### config.mk
export PLATFORM = sky130hd
export DESIGN_NAME = regmap_core
export DESIGN_NICKNAME = d
export VERILOG_FILES = /design/src/rtl/regmap_pkg.sv /design/src/rtl/regmap_irq.sv /design/src/rtl/regmap_core.sv
export SDC_FILE = /design/constraint.sdc
export NUM_CORES = 1
export LEC_CHECK = 0
export ABC_AREA = 1
export CAP_MARGIN = 20
export CORE_UTILIZATION = 48
export DETAILED_ROUTE_END_ITERATION = 16
export PLACE_DENSITY = 0.81
export SLEW_MARGIN = 20
export SYNTH_ARGS = -nofsm -noshare
export SYNTH_HDL_FRONTEND = slang
export SYNTH_HIERARCHICAL = 1
export SYNTH_SLANG_ARGS = --single-unit
### constraint.sdc
create_clock -name ACLK -period 1.7 [get_ports ACLK]
set_clock_uncertainty 0.15 [all_clocks]
set_input_delay 0.255 -clock ACLK [delete_from_list [all_inputs] [get_ports ACLK]]
set_output_delay 0.255 -clock ACLK [all_outputs]
set_load 0.05 [all_outputs]
### src/rtl/regmap_pkg.sv
// rtl/regmap_pkg.sv - register offsets, FSM state type and bit-enable write helper for regmap_core
package regmap_pkg;

  localparam logic [4:0] CTRL_OFS       = 5'h00;
  localparam logic [4:0] STATUS_OFS     = 5'h04;
  localparam logic [4:0] SCRATCH_OFS    = 5'h08;
  localparam logic [4:0] INT_STATUS_OFS = 5'h0C;
  localparam logic [4:0] INT_ENABLE_OFS = 5'h10;
  localparam logic [4:0] VERSION_OFS    = 5'h14;

  typedef enum logic [1:0] {
    RM_IDLE,
    RM_WAIT,
    RM_RESP
  } regmap_state_t;

  function automatic logic [31:0] apply_biten(input logic [31:0] old,
                                              input logic [31:0] wdata,
                                              input logic [31:0] biten);
    return (old & ~biten) | (wdata & biten);
  endfunction

endpackage

### src/rtl/regmap_irq.sv
// rtl/regmap_irq.sv - INT_STATUS (W1C, set wins) / INT_ENABLE registers and registered irq
module regmap_irq
  import regmap_pkg::*;
(
  input  logic        clk,
  input  logic        rst,
  input  logic [31:0] hw_event,
  input  logic        clr_we,
  input  logic        en_we,
  input  logic [31:0] wdata,
  input  logic [31:0] biten,
  output logic [31:0] int_status,
  output logic [31:0] int_enable,
  output logic        irq
);

  logic [31:0] clr_mask;

  assign clr_mask = clr_we ? (wdata & biten) : '0;

  always_ff @(posedge clk) begin
    if (rst) begin
      int_status <= '0;
      int_enable <= '0;
      irq        <= 1'b0;
    end else begin
      // OR-ing events after the clear makes a same-cycle set win over W1C
      int_status <= (int_status & ~clr_mask) | hw_event;
      if (en_we) begin
        int_enable <= apply_biten(int_enable, wdata, biten);
      end
      irq <= |(int_status & int_enable);
    end
  end

endmodule

### src/rtl/regmap_core.sv
// rtl/regmap_core.sv - Bus2Reg register-map endpoint; REGMAP_IRQ_EN enables the interrupt registers
module regmap_core
  import regmap_pkg::*;
#(
  parameter int                    DATA_WIDTH  = 32,
  parameter int                    ADDR_WIDTH  = 32,
  parameter logic [ADDR_WIDTH-1:0] BASE_ADDR   = '0,
  parameter int                    WAIT_STATES = 0,
  parameter logic [DATA_WIDTH-1:0] VERSION     = 32'h0001_0000
) (
  input  logic                  ACLK,
  input  logic                  ARESET,
  input  logic                  bus_req,
  input  logic                  bus_req_is_wr,
  input  logic [ADDR_WIDTH-1:0] bus_addr,
  input  logic [DATA_WIDTH-1:0] bus_wr_data,
  input  logic [DATA_WIDTH-1:0] bus_wr_biten,
  input  logic                  bus_req_stall_wr,
  input  logic                  bus_req_stall_rd,
  output logic                  bus_ready,
  output logic [DATA_WIDTH-1:0] bus_rd_data,
  input  logic [31:0]           hw_status_i,
  input  logic [31:0]           hw_event_i,
  output logic [31:0]           ctrl_o,
  output logic                  irq_o
);

  regmap_state_t         state, state_next;
  logic [3:0]            wcnt, wcnt_next;
  logic                  accept;
  logic [ADDR_WIDTH-1:0] addr_q;
  logic                  wr_q;
  logic [31:0]           wdata_q, biten_q;
  logic [ADDR_WIDTH-1:0] offset;
  logic                  in_win;
  logic [4:0]            ofs;
  logic                  wr_commit;
  logic [31:0]           scratch;
  logic [31:0]           rd_mux;
  logic                  unused_bits;

  always_comb begin
    state_next = state;
    wcnt_next  = wcnt;
    accept     = 1'b0;
    case (state)
      RM_IDLE: begin
        if (bus_req && !(bus_req_is_wr ? bus_req_stall_wr : bus_req_stall_rd)) begin
          accept = 1'b1;
          if (WAIT_STATES == 0) begin
            state_next = RM_RESP;
          end else begin
            state_next = RM_WAIT;
            wcnt_next  = 4'(WAIT_STATES - 1);
          end
        end
      end
      RM_WAIT: begin
        if (wcnt == 4'd0) state_next = RM_RESP;
        else              wcnt_next  = wcnt - 4'd1;
      end
      RM_RESP: state_next = RM_IDLE;
      default: state_next = RM_IDLE;
    endcase
  end

  always_ff @(posedge ACLK) begin
    if (ARESET) begin
      state <= RM_IDLE;
      wcnt  <= 4'd0;
    end else begin
      state <= state_next;
      wcnt  <= wcnt_next;
    end
  end

  always_ff @(posedge ACLK) begin
    if (ARESET) begin
      addr_q  <= '0;
      wr_q    <= 1'b0;
      wdata_q <= '0;
      biten_q <= '0;
    end else if (accept) begin
      addr_q  <= bus_addr;
      wr_q    <= bus_req_is_wr;
      wdata_q <= bus_wr_data;
      biten_q <= bus_wr_biten;
    end
  end

  // Unsigned wrap puts addresses below BASE_ADDR outside the window too
  assign offset    = addr_q - BASE_ADDR;
  assign in_win    = (offset[ADDR_WIDTH-1:5] == '0);
  assign ofs       = {offset[4:2], 2'b00};
  assign bus_ready = (state == RM_RESP);
  assign wr_commit = bus_ready && wr_q && in_win;

`ifdef REGMAP_IRQ_EN
  logic [31:0] int_status, int_enable;

  regmap_irq u_irq (
    .clk        (ACLK),
    .rst        (ARESET),
    .hw_event   (hw_event_i),
    .clr_we     (wr_commit && (ofs == INT_STATUS_OFS)),
    .en_we      (wr_commit && (ofs == INT_ENABLE_OFS)),
    .wdata      (wdata_q),
    .biten      (biten_q),
    .int_status (int_status),
    .int_enable (int_enable),
    .irq        (irq_o)
  );

  assign unused_bits = ^offset[1:0];
`else
  assign irq_o       = 1'b0;
  assign unused_bits = ^{hw_event_i, offset[1:0]};
`endif

  always_comb begin
    rd_mux = '0;
    if (in_win) begin
      case (ofs)
        CTRL_OFS:       rd_mux = ctrl_o;
        STATUS_OFS:     rd_mux = hw_status_i;
        SCRATCH_OFS:    rd_mux = scratch;
`ifdef REGMAP_IRQ_EN
        INT_STATUS_OFS: rd_mux = int_status;
        INT_ENABLE_OFS: rd_mux = int_enable;
`endif
        VERSION_OFS:    rd_mux = VERSION;
        default:        rd_mux = '0;
      endcase
    end
  end

  always_ff @(posedge ACLK) begin
    if (ARESET) begin
      ctrl_o      <= '0;
      scratch     <= '0;
      bus_rd_data <= '0;
    end else if (bus_ready) begin
      if (wr_q) begin
        if (wr_commit && ofs == CTRL_OFS)    ctrl_o  <= apply_biten(ctrl_o, wdata_q, biten_q);
        if (wr_commit && ofs == SCRATCH_OFS) scratch <= apply_biten(scratch, wdata_q, biten_q);
      end else begin
        bus_rd_data <= rd_mux;
      end
    end
  end

endmodule

Word level (Yosys, flattened, before mapping):

Index checks and enable logic that the tools add are counted.

* flip-flop bits (word level): 199
* output and inout bits: 66
* word-level logic and storage cells: 48

* $add $sub $neg: 1
* equality and inequality tests: 7
* multiplexer cells: 8
* bitwise operators: 8
* reductions and logical operators: 15

Operators by type and width (count)
* $pmux 32 s4: 1
* $and 32x32->32: 3
* $or 32x32->32: 2
* $mux 32: 1
* $not 32->32: 1
* $logic_not 27->1: 1
* $reduce_and 2->1: 3
* $reduce_and 3->1: 2
* $logic_and 1x1->1: 5
* $logic_not 5->1: 1
* $logic_not 4->1: 1
* $mux 2: 2
* $ne 2x2->1 const B: 2
* $pmux 2 s2: 1
* $sub 4x1->4 const B: 1
* $eq 3x1->1 const B: 1
* $eq 3x2->1 const B: 1
* $eq 3x3->1 const B: 1
* $mux 1: 3
* $eq 2x1->1 const B: 1
* $eq 2x2->1 const B: 1
* $logic_not 2->1: 1
* $not 1->1: 2
* $logic_not 1->1: 1

Logic depth before layout (Yosys ltp):

* depth in word-level cells: 5
* mapped depth: 11
* depth with buffers taken out: 9

Least setup slack after synthesis:

No wires, ideal clock.

* kind: register -> register
* from: reg state[1]
* to: reg bus_rd_data[10]
* arrival: 1455 ps
* path slack: -37 ps
* cell stages (with the launch flop): 7
* buffers on the path: 1
* period minus slack after synthesis: 1737 ps
* cell sequence: dfxtp_1 > inv_1 > nor2_1 > inv_1 > clkbuf_1 > nand2_1 > a21oi_1

* word-level cells in the longest chain between the ends: 2

Ends and longest elaborated chain
* start, declared: RTL line regmap_core.sv:28 `regmap_state_t state, state_next;`
* start signal, assigned: RTL line regmap_core.sv:72 `state <= state_next;`
* $eq 2x2->1: RTL line regmap_core.sv:95 `assign bus_ready = (state == RM_RESP);`
* $reduce_and 2->1 (no line)
* end signal, assigned: RTL line regmap_core.sv:147 `bus_rd_data <= rd_mux;`
* end, declared: RTL line regmap_core.sv:21 `output logic [DATA_WIDTH-1:0] bus_rd_data,`

No other way between the ends.
A chain may end at the register's enable or synchronous reset.

==> metrics.csv <==
stage,metric,value,unit
timing,fin_crit_sh,1.03,
clock_network,cts_buffers,17,
yosys,synth_top_area_cell,dfxtp_1,
power,ir_drop,0.740,mV
yosys,yosys_warnings,6,
floorplan,ioPinCount,232,
global_route,antenna_found_initial,0,
floorplan,die_area,17500,µm²
setup_path,cpPeakStageDelay,0.31,ns
yosys,synthFlopType,dfxtp_1,
setup_path,worstSetupEndpointType,flop,
hold_path,min_path_type,primary input to flop,
routing,via_per_inst,5.19,
yosys,yosysTopAreaCellShare,0.471,
layout,fin_util,0.668,
power,power_density,920,nW/µm²
timing,rsz0062_at_grt,yes,
yosys,synthesis.nets,1340,
yosys,synth_seq_cells,192,
clock_network,root_buffer,clkbuf_16,
hold_path,hp-start,ARESET,
routing,finalWirelength,22500,µm
yosys,yosys-top-cells-count,"nor2_1 (334), nand2_1 (236), dfxtp_1 (192), o21ai_0 (79), inv_1 (70)",
placed_design,place_congestion,0.798,
setup_path,crit_chain,"nor2_1, nand2_1, nor2_1, nand2_1, nor2_4, buf_12, buf_6, nand4_1, nor2_1, nor2_1",
yosys,syn-cell-area,8160,µm²
yosys,yosysMostFrequentCell,nor2_1,
layout,drive_above_1_share,0.117,
timing,final-setup-viol-count,17,
clock_network,cts_tree,yes,
global_route,grt.total_usage,0.260,
routing,drc,0,
setup_path,critical-path-slowest-cell,dfxtp_1,
power,leakage,4.75,nW
setup_path,required,1.88,ns
floorplan,coreArea,16600,µm²
global_route,grt_pass1_wl,36500,µm
routing,antenna_left,0,
setup_path,r2r_slack,-0.05,ns
run,drv_cap,0,
setup_path,crit_arrival,1.93,ns
setup_path,worstSetupPathType,flop to flop,
clock_network,cts_max_path_buffers,2,
clock_network,clock-sinks,192,
timing,setup_ws,-0.0526,ns
yosys,synth_cell_types,24,
yosys,synthArstFlopShare,0,
yosys,synth_area_per_cell,6.95,µm²
placed_design,dpl.hpwl,14900,µm
global_route,grt_max_degree,81,
timing,finalCriticalPeriod,1.75,ns
floorplan,die_height,132,µm
clock_network,htreeDepth,4,
layout,diodes,0,
outcome,violations,setup timing,
outcome,run_status,finished with violations,
timing,whs,0.00782,ns
placed_design,port_buffers,196,
global_route,grt-ovfl-total,0,
hold_path,holdPathStages,4,
yosys,synth_edf_count,0,
routing,wl_per_cell,14.2,µm
yosys,ys_seq_area_frac,0.471,
setup_path,critPathMostFrequentCell,nor2_1,
layout,syn2layout_area_growth,35.6,%
routing,drtPass1Iterations,5,
clock_network,path_clk_slew,0.07,ns
layout,fin_nets,1515,
clock_network,clk_latency,0.43,ns
timing,hold_viol_final,0,
routing,num_vias,8217,
global_route,grt_pass1_vias,7720,
yosys,synth_cells,1174,
setup_path,reg2reg_depth,10,
clock_network,ctsHoldBuffers,0,
setup_path,r2r_start,addr_q[31],
setup_path,critPathMaxFanout,19,
floorplan,die_w,132,µm
floorplan,initial_core_util,0.492,
yosys,synth_area_leaders,"dfxtp_1 (47%), nor2_1 (15%), nand2_1 (11%), o21ai_0 (4.8%), nand4_1 (4.1%)",
timing,drv_slew,0,
setup_path,cp-start-kind,flop,
floorplan,rows,47,
timing,max_freq,0.571,GHz
routing,drt_iter0_markers,628,
## worst max-delay path, delay by kind of cell, from the launching register on
kind,cells,cell delay (ns)
DFF,1,0.31
buffers and inverters,2,0.34
and+or+nand+nor,8,0.84
## how the worst max path moves through the flow
stage                   from        end
6_report          addr_q[31]       flop
5_1_grt           addr_q[31]       flop
4_1_cts            addr_q[9]       flop
3_5_place_dp   bus_req_is_wr  addr_q[9]
3_3_place_gp   bus_req_is_wr  addr_q[4]
2_1_floorplan       state[1]       flop
## final cells by class
type | count | area, µm²
Tap cell | 220 | 275
Fill cell | 1391 | 5510
Sequential cell | 192 | 3840
Clock inverter | 12 | 155
Inverter | 71 | 270
Clock buffer | 20 | 457
Multi-Input combinational cell | 832 | 3740
Timing Repair Buffer | 235 | 2330
## what timing repair did
item                       CTS  global route
setup endpoints to repair   50            86
setup buffers                1             2
resized for setup            2             7
gates cloned                 1             0
## where the power goes
group / internal [W] / switching (W) / total, W
registers: 0.00467 / 0.000130 / 0.00481
clock network: 0.00240 / 0.00176 / 0.00417
logic: 0.000559 / 0.000649 / 0.00121
## metal layers
| metal | wire, µm | GRT usage |
|---|---|---|
| met5 | 0 | 0 |
| met4 | 675 | 0.117 |
| met3 | 1430 | 0.0527 |
| met2 | 11100 | 0.450 |
| met1 | 9320 | 0.311 |
## cells in the final DEF, fill, tap and decap left out, types with 2 or more instances in the layout
cell | netlist | layout
buf_4 | 1 | 83
a21oi_2 | 0 | 2
clkbuf_8 | 0 | 2
nand4_2 | 10 | 10
buf_6 | 2 | 4
clkinv_2 | 0 | 4
nand4_1 | 54 | 54
nand3_1 | 32 | 31
a21oi_1 | 34 | 32
clkinvlp_4 | 0 | 2
clkdlybuf4s50_1 | 0 | 130
nand2_1 | 236 | 235
inv_1 | 70 | 68
clkbuf_16 | 0 | 17
nor2_4 | 1 | 3
buf_16 | 0 | 2
dfxtp_1 | 192 | 191
nor2_1 | 334 | 332
o21ai_1 | 15 | 15
inv_6 | 0 | 3
bufinv_16 | 0 | 3
o211ai_1 | 31 | 31
o21ai_0 | 79 | 79
buf_12 | 0 | 15
## per-stage QoR
step | worst slack (ns) | total power [W] | area (µm²) | setup TNS, ns | cells
floorplan | 0.144 | 0.00548 | 8160 | 0 | 1174
global placement | -0.250 | 0.00606 | 10400 | -20.70 | 1546
detailed placement | -0.273 | 0.00608 | 10400 | -22.38 | 1546
CTS | -0.0281 | 0.0102 | 11000 | -0.123 | 1580
global route | -0.181 | 0.0105 | 11100 | -9.20 | 1582
finish | -0.0526 | 0.0102 | 11100 | -0.278 | 1582
## logic make-up after synthesis
group	Yosys count	share of synthesized area
and+or+nand+nor	670	0.344
DFF	192	0.471
AOI/OAI and AO/OA	160	0.108
buffers and inverters	150	0.0757
muxes	1	0.00123
other	1	0.000459
Power figures use the tool's default switching activity.
